[config.mk]
export PLATFORM = sky130hd
export DESIGN_NAME = keypad_player
export DESIGN_NICKNAME = d
export VERILOG_FILES = /design/src/rtl/keypad_player.sv
export SDC_FILE = /design/constraint.sdc
export NUM_CORES = 1
export LEC_CHECK = 0
export ABC_AREA = 1
export CAP_MARGIN = 20
export CORE_MARGIN = 4
export CORE_UTILIZATION = 45
export DETAILED_ROUTE_END_ITERATION = 8
export PLACE_DENSITY = 0.76
export REMOVE_ABC_BUFFERS = 1
export SLEW_MARGIN = 25
export SYNTH_ARGS = -nofsm -noshare
export SYNTH_HDL_FRONTEND = slang
export SYNTH_SLANG_ARGS = --single-unit
[constraint.sdc]
create_clock -name clk -period 7.75 [get_ports clk]
set_input_delay 1.1625 -clock clk [delete_from_list [all_inputs] [get_ports clk]]
set_output_delay 1.1625 -clock clk [all_outputs]
set_load 0.01 [all_outputs]
[src/rtl/keypad_player.sv]
// Replays ASCII letters as multi-tap keypad presses followed by a submit press.
// Optional clear press before each letter: define KEYPAD_PLAYER_CLEAR_EN.
module keypad_player #(
  parameter int STROBE_CYCLES = 1,
  parameter int GAP_CYCLES    = 4
) (
  input  logic       clk,
  input  logic       rst,
  input  logic [7:0] char_in,
  input  logic       char_valid,
  output logic       char_ready,
  input  logic       end_req,
  output logic [7:0] cur_key,
  output logic       strobe,
  output logic       busy,
  output logic       err
);

  localparam int MAX_CYC = (STROBE_CYCLES > GAP_CYCLES) ? STROBE_CYCLES : GAP_CYCLES;
  localparam int CW      = $clog2(MAX_CYC + 1);

  localparam logic [CW-1:0] S_LAST = CW'(STROBE_CYCLES - 1);
  localparam logic [CW-1:0] G_LAST = CW'(GAP_CYCLES - 1);

  localparam logic [7:0] KEY_SUBMIT = 8'h18;
  localparam logic [7:0] KEY_END    = 8'h21;
`ifdef KEYPAD_PLAYER_CLEAR_EN
  localparam logic [7:0] KEY_CLEAR  = 8'h14;
`endif

  typedef enum logic [2:0] {
    S_IDLE,
    S_PRESS,
    S_GAP,
    S_SUBMIT,
`ifdef KEYPAD_PLAYER_CLEAR_EN
    S_SGAP,
    S_CLR
`else
    S_SGAP
`endif
  } state_t;

  state_t        state_q, state_d;
  logic [CW-1:0] cnt_q, cnt_d;
  logic [2:0]    rem_q, rem_d;
  logic [7:0]    key_q, key_d;
  logic          end_q, end_d;
  logic          strobe_q, strobe_d;
  logic [7:0]    cur_key_q, cur_key_d;
  logic          err_q, err_d;

  logic [7:0]    up;
  logic [7:0]    idx;
  logic          dec_ok;
  logic [7:0]    dec_key;
  logic [2:0]    dec_n;

  assign char_ready = (state_q == S_IDLE) && !end_req && !rst;
  assign busy       = (state_q != S_IDLE);
  assign strobe     = strobe_q;
  assign cur_key    = cur_key_q;
  assign err        = err_q;

  // Letter decode: fold to uppercase, then map alphabet index to key and tap count.
  always_comb begin
    up = char_in;
    if (char_in >= 8'h61 && char_in <= 8'h7A) begin
      up = char_in - 8'h20;
    end
    dec_ok  = (up >= 8'h41) && (up <= 8'h5A);
    idx     = up - 8'h41;
    dec_key = '0;
    dec_n   = '0;
    if (idx < 8'd3) begin
      dec_key = 8'h84;
      dec_n   = 3'(idx + 8'd1);
    end else if (idx < 8'd6) begin
      dec_key = 8'h82;
      dec_n   = 3'(idx - 8'd2);
    end else if (idx < 8'd9) begin
      dec_key = 8'h48;
      dec_n   = 3'(idx - 8'd5);
    end else if (idx < 8'd12) begin
      dec_key = 8'h44;
      dec_n   = 3'(idx - 8'd8);
    end else if (idx < 8'd15) begin
      dec_key = 8'h42;
      dec_n   = 3'(idx - 8'd11);
    end else if (idx < 8'd19) begin
      dec_key = 8'h28;
      dec_n   = 3'(idx - 8'd14);
    end else if (idx < 8'd22) begin
      dec_key = 8'h24;
      dec_n   = 3'(idx - 8'd18);
    end else begin
      dec_key = 8'h22;
      dec_n   = 3'(idx - 8'd21);
    end
  end

  // rem_q holds letter presses still to issue after the current strobe phase.
  always_comb begin
    state_d = state_q;
    cnt_d   = cnt_q;
    rem_d   = rem_q;
    key_d   = key_q;
    end_d   = end_q;
    err_d   = 1'b0;

    case (state_q)
      S_IDLE: begin
        if (end_req && !rst) begin
          state_d = S_PRESS;
          cnt_d   = '0;
          rem_d   = '0;
          key_d   = KEY_END;
          end_d   = 1'b1;
        end else if (char_valid && char_ready) begin
          if (dec_ok) begin
            cnt_d = '0;
            key_d = dec_key;
            end_d = 1'b0;
`ifdef KEYPAD_PLAYER_CLEAR_EN
            state_d = S_CLR;
            rem_d   = dec_n;
`else
            state_d = S_PRESS;
            rem_d   = dec_n - 3'd1;
`endif
          end else begin
            err_d = 1'b1;
          end
        end
      end

`ifdef KEYPAD_PLAYER_CLEAR_EN
      S_CLR: begin
        if (cnt_q == S_LAST) begin
          state_d = S_GAP;
          cnt_d   = '0;
        end else begin
          cnt_d = cnt_q + CW'(1);
        end
      end
`endif

      S_PRESS: begin
        if (cnt_q == S_LAST) begin
          state_d = S_GAP;
          cnt_d   = '0;
        end else begin
          cnt_d = cnt_q + CW'(1);
        end
      end

      S_GAP: begin
        if (cnt_q == G_LAST) begin
          cnt_d = '0;
          if (rem_q != 3'd0) begin
            state_d = S_PRESS;
            rem_d   = rem_q - 3'd1;
          end else if (end_q) begin
            state_d = S_IDLE;
          end else begin
            state_d = S_SUBMIT;
          end
        end else begin
          cnt_d = cnt_q + CW'(1);
        end
      end

      S_SUBMIT: begin
        if (cnt_q == S_LAST) begin
          state_d = S_SGAP;
          cnt_d   = '0;
        end else begin
          cnt_d = cnt_q + CW'(1);
        end
      end

      S_SGAP: begin
        if (cnt_q == G_LAST) begin
          state_d = S_IDLE;
          cnt_d   = '0;
        end else begin
          cnt_d = cnt_q + CW'(1);
        end
      end

      default: begin
        state_d = S_IDLE;
        cnt_d   = '0;
      end
    endcase
  end

  // Outputs are registered from the next state so they align with state_q.
  always_comb begin
    strobe_d  = 1'b0;
    cur_key_d = '0;
    case (state_d)
      S_PRESS: begin
        strobe_d  = 1'b1;
        cur_key_d = key_d;
      end
      S_SUBMIT: begin
        strobe_d  = 1'b1;
        cur_key_d = KEY_SUBMIT;
      end
`ifdef KEYPAD_PLAYER_CLEAR_EN
      S_CLR: begin
        strobe_d  = 1'b1;
        cur_key_d = KEY_CLEAR;
      end
`endif
      default: begin
        strobe_d  = 1'b0;
        cur_key_d = '0;
      end
    endcase
  end

  always_ff @(posedge clk) begin
    if (rst) begin
      state_q   <= S_IDLE;
      cnt_q     <= '0;
      rem_q     <= '0;
      key_q     <= '0;
      end_q     <= 1'b0;
      strobe_q  <= 1'b0;
      cur_key_q <= '0;
      err_q     <= 1'b0;
    end else begin
      state_q   <= state_d;
      cnt_q     <= cnt_d;
      rem_q     <= rem_d;
      key_q     <= key_d;
      end_q     <= end_d;
      strobe_q  <= strobe_d;
      cur_key_q <= cur_key_d;
      err_q     <= err_d;
    end
  end

endmodule

==> flow_summary.yaml, run 1 <==
worst_setup_path:
  setup.worst_path.end_class: "flip-flop"
  worstSetupPathType: "in2reg"
  max_stage_delay_ns: 0.54
  cp_top_family: "simple AND/OR/NAND/NOR gates"
  start_kind: "input port"
  crit_chain: "clkdlybuf4s50_1 -> inv_1 -> ha_1 -> nand3_1 -> nand2_1 -> nand2_2 -> a21oi_1 -> nand2_2 -> nand2_2 -> nand2_2 -> nor2_8 -> nand3b_2 -> or2_2 -> nand2_1 -> nand2_1 -> nand2_1 -> a21oi_1 -> ha_1 -> o22ai_1 -> o21ai_0 -> a21oi_1"
  cp_max_fo: 9
  cp.required_ns: 7.97
  critical_path_buf_inv_count: 2
  worst_path_max_delay_cell: "clkdlybuf4s50_1"
  arrival_ns: 4.40
sta:
  tns_ns: 0
  hold_viol: 0
  max_freq_mhz: 239
  layout_min_cycle_time_ns: 4.18
  worst_slew_margin_rel_pct: 69.9
  rsz0062_at_grt: "no"
  setup_ws_ns: 3.57
  worstMarginPinSlew_ns: 0.450
  setup_viol: 0
  drv_slew: 0
  period_share_pct: 54.0
  skew_ns: 0.00817
  holdWs_ns: 0.445
clock_tree:
  cts_resized: 0
  numCtsBuffers: 3
  htreeDepth: 1
  cts-root-buf: "clkbuf_8"
  clk_pin_slew_ns: 0.10
  clock_path_buffers: 2
  postCtsHoldBufs: 0
  clk-insertion-delay-late_ns: 0.28
  cts_tree: "done"
  post_cts_buffers: 0
  clkSinkCount: 28
place:
  dpl.hpwl_um: 3360
  place_ws_ns: 3.30
  gp_congestion: 0.992
  portBuffers: 23
synth:
  yosysTopAreaCell: "dfxtp_1"
  synth_top_area_share_pct: 27.9
  async_flop_share_pct: 0
  synthTopCellsByArea: "dfxtp_1 28%, nand2_1 15%, inv_1 10%"
  ys_ff_latch: 28
  synthFlopType: "dfxtp_1"
  yosysMostFrequentCell: "nand2_1"
  syn_area_um2: 2010
  syn_area_per_cell_um2: 6.47
  ys_seq_area_share_pct: 27.9
  ys_types: 35
  synth_edf_count: 0
  yosys_warnings: 0
  synth_top_cells_by_count: "82 x nand2_1, 54 x inv_1, 31 x nor2_1"
  synthCells: 311
power_and_ir_drop:
  power_leakage_nw: 1.19
  irDropWorstVdd_v: 0.000173
  pwr_density_cell_nw_per_um2: 219
  finalPower_mw: 0.520
global_routing:
  antenna_found_initial: 0
  grt_pass1_vias: 1810
  grt_pass1_wl_um: 7320
  overflow: 0
  grtUsageTotal_pct: 16.1
  grt_max_degree: 17
floorplan:
  die_w_um: 74.8
  fp-row-count: 24
  io_pins: 24
  die_h_um: 74.8
  initial_utilization_pct: 46.2
  die-area_um2: 5600
  core_um2: 4350
finish:
  finalNetCount: 361
  syn_to_final_growth_pct: 17.9
  final_util_pct: 54.4
  drive_gt1_share_pct: 10.4
  diodes: 0
routing:
  via_per_inst: 4.96
  drt_iter0_markers: 121
  drt_wl_total_um: 4250
  route.detailed.wl_per_inst_um: 10.9
  route.detailed.drc: 0
  dr.pass1.iters: 5
  dr_total_vias: 1924
  drtAntennaViolNets: 0
outcome:
  outcome: "finished clean"
run:
  max_cap_violations: 0
hold_path:
  hold_class: "reg2reg"
[sequential cells by signal, indices dropped and copies added, names as in the netlist]
| signal | count |
|---|---|
| rem_q | 3 |
| state_q | 3 |
| key_q | 8 |
| cnt_q | 3 |
| strobe | 1 |
| err | 1 |
| cur_key | 8 |
| end_q | 1 |
[worst paths after layout]
check	start	to	slack (ns)	depth (start not counted)
worst max-delay path	char_in[0]	rem_q[1]$_SDFFE_PP0P_	3.57	21
worst min-delay path	key_q[4]$_SDFF_PP0_	key_q[4]$_SDFF_PP0_	0.44	2
worst max register to register	state_q[2]$_SDFF_PP0_	cur_key[5]$_SDFF_PP0_	5.43	12
worst min register to register	key_q[4]$_SDFF_PP0_	key_q[4]$_SDFF_PP0_	0.44	2
[layout by cell type, fill, tap and decap left out, types with 3 or more instances in the layout]
cell / n
dfxtp_1: 28
clkbuf_8: 3
nor2_1: 31
nand2_2: 8
nand3_1: 12
inv_1: 54
o21ai_0: 18
nor3_1: 5
nand2_1: 82
ha_1: 12
clkdlybuf4s50_1: 23
a21oi_1: 16
o211ai_1: 4
nor2_2: 3
nand4_1: 4
inv_2: 4
[where the power goes]
part,internal [mW],switching [mW]
Sequential,0.170,0.0150
Combinational,0.0814,0.140
Clock,0.0691,0.0449
[tightest hold or removal path: cells and delay by family, from the launching register on]
kind | cells | cell delay, ns
flip-flops | 1 | 0.31
AND/OR/NAND/NOR | 2 | 0.10
[area by class of cell]
class / count / area, um^2
Timing Repair Buffer: 23 / 230
Tap cell: 52 / 65.1
Clock inverter: 1 / 30.0
Clock buffer: 3 / 41.3
Inverter: 58 / 218
Multi-Input combinational cell: 223 / 1220
Sequential cell: 28 / 561
Fill cell: 422 / 1980
[layer usage]
layer	part of all wire [%]	vias to the layer above	wire length, um	global-route usage [%]
met5	0	-	0	0
met1	50	839	2100	21.3
met4	1.7	0	72	3.56
met3	3.6	8	153	2.94
li1	-	1031	-	-
met2	45	46	1920	27.2
[logic make-up after synthesis]
| group | count (synthesis) | share of synthesized area, % |
|---|---|---|
| flip-flops | 28 | 27.9 |
| buffers and inverters | 60 | 11.2 |
| XOR/XNOR | 3 | 1.31 |
| AO/OA/AOI/OAI | 49 | 14.2 |
| adder cells (fa/ha/maj) | 12 | 7.47 |
| AND/OR/NAND/NOR | 159 | 38.0 |
[metrics by stage]
step,std cells,instance area [um^2]
2_1_floorplan,309,2000
3_3_place_gp,384,2300
3_5_place_dp,384,2300
4_1_cts,388,2370
5_1_grt,388,2370
6_report,388,2370
(Power assumes the default switching activity.)
==> inputs of run 2 (changes only) <==
==> constraint.sdc (replaced) <==
create_clock -name clk -period 3.9 [get_ports clk]
set_input_delay 0.585 -clock clk [delete_from_list [all_inputs] [get_ports clk]]
set_output_delay 0.585 -clock clk [all_outputs]
set_load 0.01 [all_outputs]
==> run 2 against run 1 <==
- via count is 0.78% higher
- die area stayed put
- core utilization grew 0.17 points
- cell count grew 0.26%
- wire length rose by 3.8%
- flip-flop and latch count unchanged
- sequential share of layout area shrank 0.075 points
- combinational power up 100%
- register-to-register slack got worse by 3.8 ns
- worst setup slack got worse by 3.1 ns
- largest power group unchanged
- highest routed layer unchanged
==> flow_summary.yaml, run 2 (synthesized netlist as in run 1, its figures left out) <==
worst_setup_path:
  ff2ff_path_depth: 12
  start_kind: "input port"
  cp-startpoint: "char_in[1]"
  r2r_slack_ns: 1.59
  setup.worst_path.end_class: "flip-flop"
  timing.rr.end: "cur_key[5]$_SDFF_PP0_"
  cp_max_fo: 9
  worstSetupPathType: "in2reg"
  r2r_start: "state_q[2]$_SDFF_PP0_"
  cp.required_ns: 4.13
  arrival_ns: 3.66
finish:
  syn_to_final_growth_pct: 18.2
  layout_common_cells: "82 x nand2_1, 54 x inv_1, 31 x nor2_1"
  fin_area_um2: 2380
  final_common_cell: "nand2_1"
  fillerInstances: 418
  drive_gt1_share_pct: 10.7
  instances_no_fill: 389
  diodes: 0
  finalNetCount: 362
routing:
  dr_total_vias: 1939
  dr.pass1.iters: 4
  via_per_inst: 4.98
  wl_met3_um: 169
  drtAntennaViolNets: 0
  drt_iter0_markers: 142
  route.detailed.drc: 0
  drt-met1-wl_um: 2080
  route.detailed.wl_per_inst_um: 11.3
  met2WireLength_um: 2110
  drt_wl_total_um: 4410
  maxUsedRoutingLayer: "met4"
place:
  dpl.hpwl_um: 3510
  place_ws_ns: 0.182
  dp_cells: 385
  place_area_um2: 2310
  gp_congestion: 0.938
  portBuffers: 23
global_routing:
  grtUsageTotal_pct: 17.2
  antenna_found_initial: 0
  overflow: 0
  grt_pass1_wl_um: 7680
  grt_pass1_vias: 1793
  grt_max_degree: 17
clock_tree:
  cts_resized: 0
  postCtsHoldBufs: 0
  htreeDepth: 1
  clock_path_buffers: 2
  cts-root-buf: "clkbuf_8"
  clk-insertion-delay-late_ns: 0.28
  clkSinkCount: 28
  post_cts_buffers: 0
  cts_tree: "done"
  numCtsBuffers: 3
  clk_pin_slew_ns: 0.10
power_and_ir_drop:
  seqPwrFrac_pct: 35.3
  power_leakage_nw: 1.20
  pwr_density_cell_nw_per_um2: 440
  p_int_mw: 0.639
  irDropWorstVdd_v: 0.000368
  comb_power_share_pct: 42.6
  p_switching_mw: 0.408
  sw_frac_of_total_pct: 39.0
  p_clk_share_pct: 22.0
floorplan:
  die_h_um: 74.8
  die-area_um2: 5600
  fp-row-count: 24
  initial_utilization_pct: 46.2
  die_w_um: 74.8
  core_um2: 4350
  io_pins: 24
sta:
  layout_min_cycle_time_ns: 3.43
  period_share_pct: 88.0
  setup_ws_ns: 0.470
  rsz0062_at_grt: "no"
  max_freq_mhz: 292
  holdWs_ns: 0.453
  worst_slew_margin_rel_pct: 67.1
  worstMarginPinSlew_ns: 0.492
  drv_slew: 0
  tns_ns: 0
  setup_viol: 0
  skew_ns: 0.0108
  hold_viol: 0
hold_path:
  hold_class: "reg2reg"
  holdCritStartpoint: "key_q[4]$_SDFF_PP0_"
  holdPathEnd: "key_q[4]$_SDFF_PP0_"
  worstHoldPathCells: 2
run:
  max_cap_violations: 0
outcome:
  outcome: "finished clean"
## run 2: changes by cell type in the layout (fill, tap and decap cells not counted), sizes merged
cell  delta
buf      +1
## run 2: worst max path at each step
stage                     cells after the start  slack [ns]                    end
after global placement                       23        0.27  rem_q[1]$_SDFFE_PP0P_
final                                        21        0.47  rem_q[1]$_SDFFE_PP0P_
after floorplan                              20        0.89  rem_q[1]$_SDFFE_PP0P_
after global routing                         23        0.13  rem_q[1]$_SDFFE_PP0P_
after detailed placement                     21        0.18  rem_q[1]$_SDFFE_PP0P_
after CTS                                    21        0.47  rem_q[1]$_SDFFE_PP0P_
## run 2: power groups by stage
stage | combinational (mW) | clock, mW | sequential (mW)
6_report | 0.446 | 0.231 | 0.370
5_1_grt | 0.517 | 0.246 | 0.377
4_1_cts | 0.446 | 0.236 | 0.370
3_5_place_dp | 0.441 | 0 | 0.377
3_3_place_gp | 0.426 | 0 | 0.373
2_1_floorplan | 0.312 | 0 | 0.373
## run 2: per-stage QoR
step | util, % | power (mW)
2_1_floorplan | - | 0.685
3_3_place_gp | 53.0 | 0.799
3_5_place_dp | 53.0 | 0.818
4_1_cts | 54.6 | 1.05
5_1_grt | 54.6 | 1.14
6_report | 54.6 | 1.05
## run 2: per-layer routing
layer | vias to the layer above | GRT usage (%)
li1 | 1032 | -
met1 | 869 | 22.8
met2 | 31 | 28.3
met3 | 7 | 3.60
met4 | 0 | 4.55
met5 | - | 0
## run 2: final cells by class
| type | instances | area (um^2) | area share, % |
|---|---|---|---|
| clock buffer | 3 | 41.3 | 1.74 |
| clock inverter | 1 | 30.0 | 1.26 |
| inverter | 58 | 218 | 9.16 |
| multi-input combinational | 223 | 1220 | 51.5 |
| sequential | 28 | 561 | 23.6 |
| tap | 52 | 65.1 | 2.74 |
| timing repair buffer | 24 | 238 | 10.0 |
## run 2: worst max-delay path: stages
cell,delay [ns]
clkdlybuf4s50_1,0.44
inv_1,0.15
ha_1,0.26
nand3_1,0.13
nand2_1,0.09
nand2_2,0.06
nand3_1,0.10
nand2_2,0.07
nor2_2,0.18
nor2_2,0.09
nor2_8,0.23
nand3b_2,0.14
or2_2,0.29
nand2_1,0.06
nand2_1,0.04
nand2_1,0.05
a21oi_1,0.06
ha_1,0.28
o22ai_1,0.12
o21ai_0,0.10
a21oi_1,0.12
==> inputs of run 3 (changes only) <==
--- a/config.mk
+++ b/config.mk
@@ -8,10 +8,11 @@
 export ABC_AREA = 1
 export CAP_MARGIN = 20
 export CORE_MARGIN = 4
-export CORE_UTILIZATION = 45
+export CORE_UTILIZATION = 58
 export DETAILED_ROUTE_END_ITERATION = 8
-export PLACE_DENSITY = 0.76
+export PLACE_DENSITY = 0.91
 export REMOVE_ABC_BUFFERS = 1
+export SETUP_SLACK_MARGIN = 0.02
 export SLEW_MARGIN = 25
 export SYNTH_ARGS = -nofsm -noshare
 export SYNTH_HDL_FRONTEND = slang
==> constraint.sdc (replaced) <==
create_clock -name clk -period 4.5 [get_ports clk]
set_input_delay 0.675 -clock clk [delete_from_list [all_inputs] [get_ports clk]]
set_output_delay 0.675 -clock clk [all_outputs]
set_load 0.01 [all_outputs]
==> run 3 against run 2 <==
- critical path type unchanged
- worst setup slack gained 0.34 ns
- die area shrank 20%
- sequential share of layout area grew 0.34 points
- critical endpoint unchanged
- wire length shrank 0.14%
- count of clock-buffer cells in the layout is the same
==> flow_summary.yaml, run 3 (synthesized netlist as in run 1, its figures left out) <==
finish:
  diodes: 0
  instances_no_fill: 382
  fin_area_um2: 2340
  syn_to_final_growth_pct: 16.6
  regArea_um2: 561
  finalNetCount: 361
  final_common_cell: "nand2_1"
  fillerInstances: 296
  layout_common_cells: "82 x nand2_1, 54 x inv_1, 31 x nor2_1"
  drive_gt1_share_pct: 10.4
  multi_input_area_um2: 1220
clock_tree:
  cts_tree: "done"
  numCtsBuffers: 3
  htreeDepth: 1
  clkSinkCount: 28
  clk_pin_slew_ns: 0.15
  cts-root-buf: "clkbuf_4"
  clk-insertion-delay-late_ns: 0.33
  cts_resized: 0
  postCtsHoldBufs: 0
  post_cts_buffers: 0
  clock_path_buffers: 2
sta:
  hold_viol: 0
  period_share_pct: 82.1
  max_freq_mhz: 271
  holdWs_ns: 0.459
  drv_slew: 0
  layout_min_cycle_time_ns: 3.69
  tns_ns: 0
  rsz0062_at_grt: "no"
  skew_ns: 0.00747
  setup_viol: 0
  worstMarginPinSlew_ns: 0.467
  worst_slew_margin_rel_pct: 68.6
floorplan:
  io_pins: 24
  die-area_um2: 4470
  initial_utilization_pct: 60.3
  die_h_um: 66.9
  core_um2: 3340
  die_w_um: 66.9
  fp-row-count: 21
hold_path:
  hold_class: "reg2reg"
global_routing:
  grtUsageMet3_pct: 4.72
  grt_max_degree: 17
  grt_pass1_vias: 1846
  grtUsageMet1_pct: 29.4
  use_met2_pct: 35.3
  overflow: 0
  grt_pass1_wl_um: 7700
  antenna_found_initial: 0
  gr-max-usage-layer: "met2"
  grtUsageTotal_pct: 21.9
routing:
  drtAntennaViolNets: 0
  via_per_inst: 5.19
  dr.pass1.iters: 4
  dr_total_vias: 1984
  route.detailed.wl_per_inst_um: 11.5
  route.detailed.drc: 0
  drt_iter0_markers: 140
  drt_wl_total_um: 4400
worst_setup_path:
  worst_path_max_delay_cell: "clkdlybuf4s50_1"
  cp_max_fo: 9
  critical_path_buf_inv_count: 2
  cp.required_ns: 4.78
  crit_chain: "clkdlybuf4s50_1 -> inv_1 -> ha_1 -> nand3_1 -> nand2_1 -> nand2_2 -> a21oi_1 -> nand2_2 -> nand2_2 -> nand2_2 -> nor2_8 -> nand3b_2 -> or2_2 -> nand2_1 -> nand2_1 -> nand2_1 -> a21oi_1 -> ha_1 -> o22ai_1 -> o21ai_0 -> a21oi_1"
  cp_top_family: "simple AND/OR/NAND/NOR gates"
  arrival_ns: 3.97
  start_kind: "input port"
  max_stage_delay_ns: 0.54
  setup.worst_path.end_class: "flip-flop"
  worstSetupPathType: "in2reg"
place:
  dp_cells: 378
  place_area_um2: 2290
  gp_congestion: 0.915
  dpl.hpwl_um: 3490
  portBuffers: 23
power_and_ir_drop:
  irDropWorstVdd_v: 0.000352
  pwr_density_cell_nw_per_um2: 373
  finalPower_mw: 0.874
  power_leakage_nw: 1.18
outcome:
  outcome: "finished clean"
run:
  max_cap_violations: 0
[run 3: cell types whose count changed in the layout (fill, tap and decap cells not counted), sizes merged]
cell / before / now
buf: 1 / 0
[run 3: worst paths after layout]
kind	from	endpoint	slack (ns)	cells after the start
worst max register to register	state_q[2]$_SDFF_PP0_	rem_q[2]$_SDFFE_PP0P_	2.11	11
worst min register to register	key_q[4]$_SDFF_PP0_	key_q[4]$_SDFF_PP0_	0.46	2
worst max-delay path	char_in[0]	rem_q[1]$_SDFFE_PP0P_	0.81	21
worst min-delay path	key_q[4]$_SDFF_PP0_	key_q[4]$_SDFF_PP0_	0.46	2
[run 3: worst min-delay path: stages (launching register included)]
cell and delay (ns):
dfxtp_1 0.32, nand2_1 0.06, nor2_1 0.05
[run 3: report_power, final]
part | internal, mW | leakage [nW] | switching, mW | total, mW
Clock | 0.0901 | 0.0279 | 0.0737 | 0.164
Sequential | 0.293 | 0.228 | 0.0269 | 0.320
Combinational | 0.141 | 0.927 | 0.249 | 0.391
[run 3: layer usage]
metal	wire length, um	share of wire (%)
met5	0	0
met4	80	1.8
met3	232	5.3
met2	2090	48
met1	1990	45
[run 3: metrics by stage]
step	utilization (%)	setup slack, ns
finish	70.2	0.807
global route	70.2	0.502
CTS	70.2	0.831
detailed placement	68.7	0.487
global placement	68.7	0.572
floorplan	-	1.40
[run 3: area by class of cell]
class                   count  share of cell area (%)
clock buffers               3                   0.961
clock inverters             1                    1.28
inverters                  58                    9.29
multi-input cells         223                    52.3
flip-flops and latches     28                    23.9
well taps                  46                    2.46
repair buffers             23                    9.82
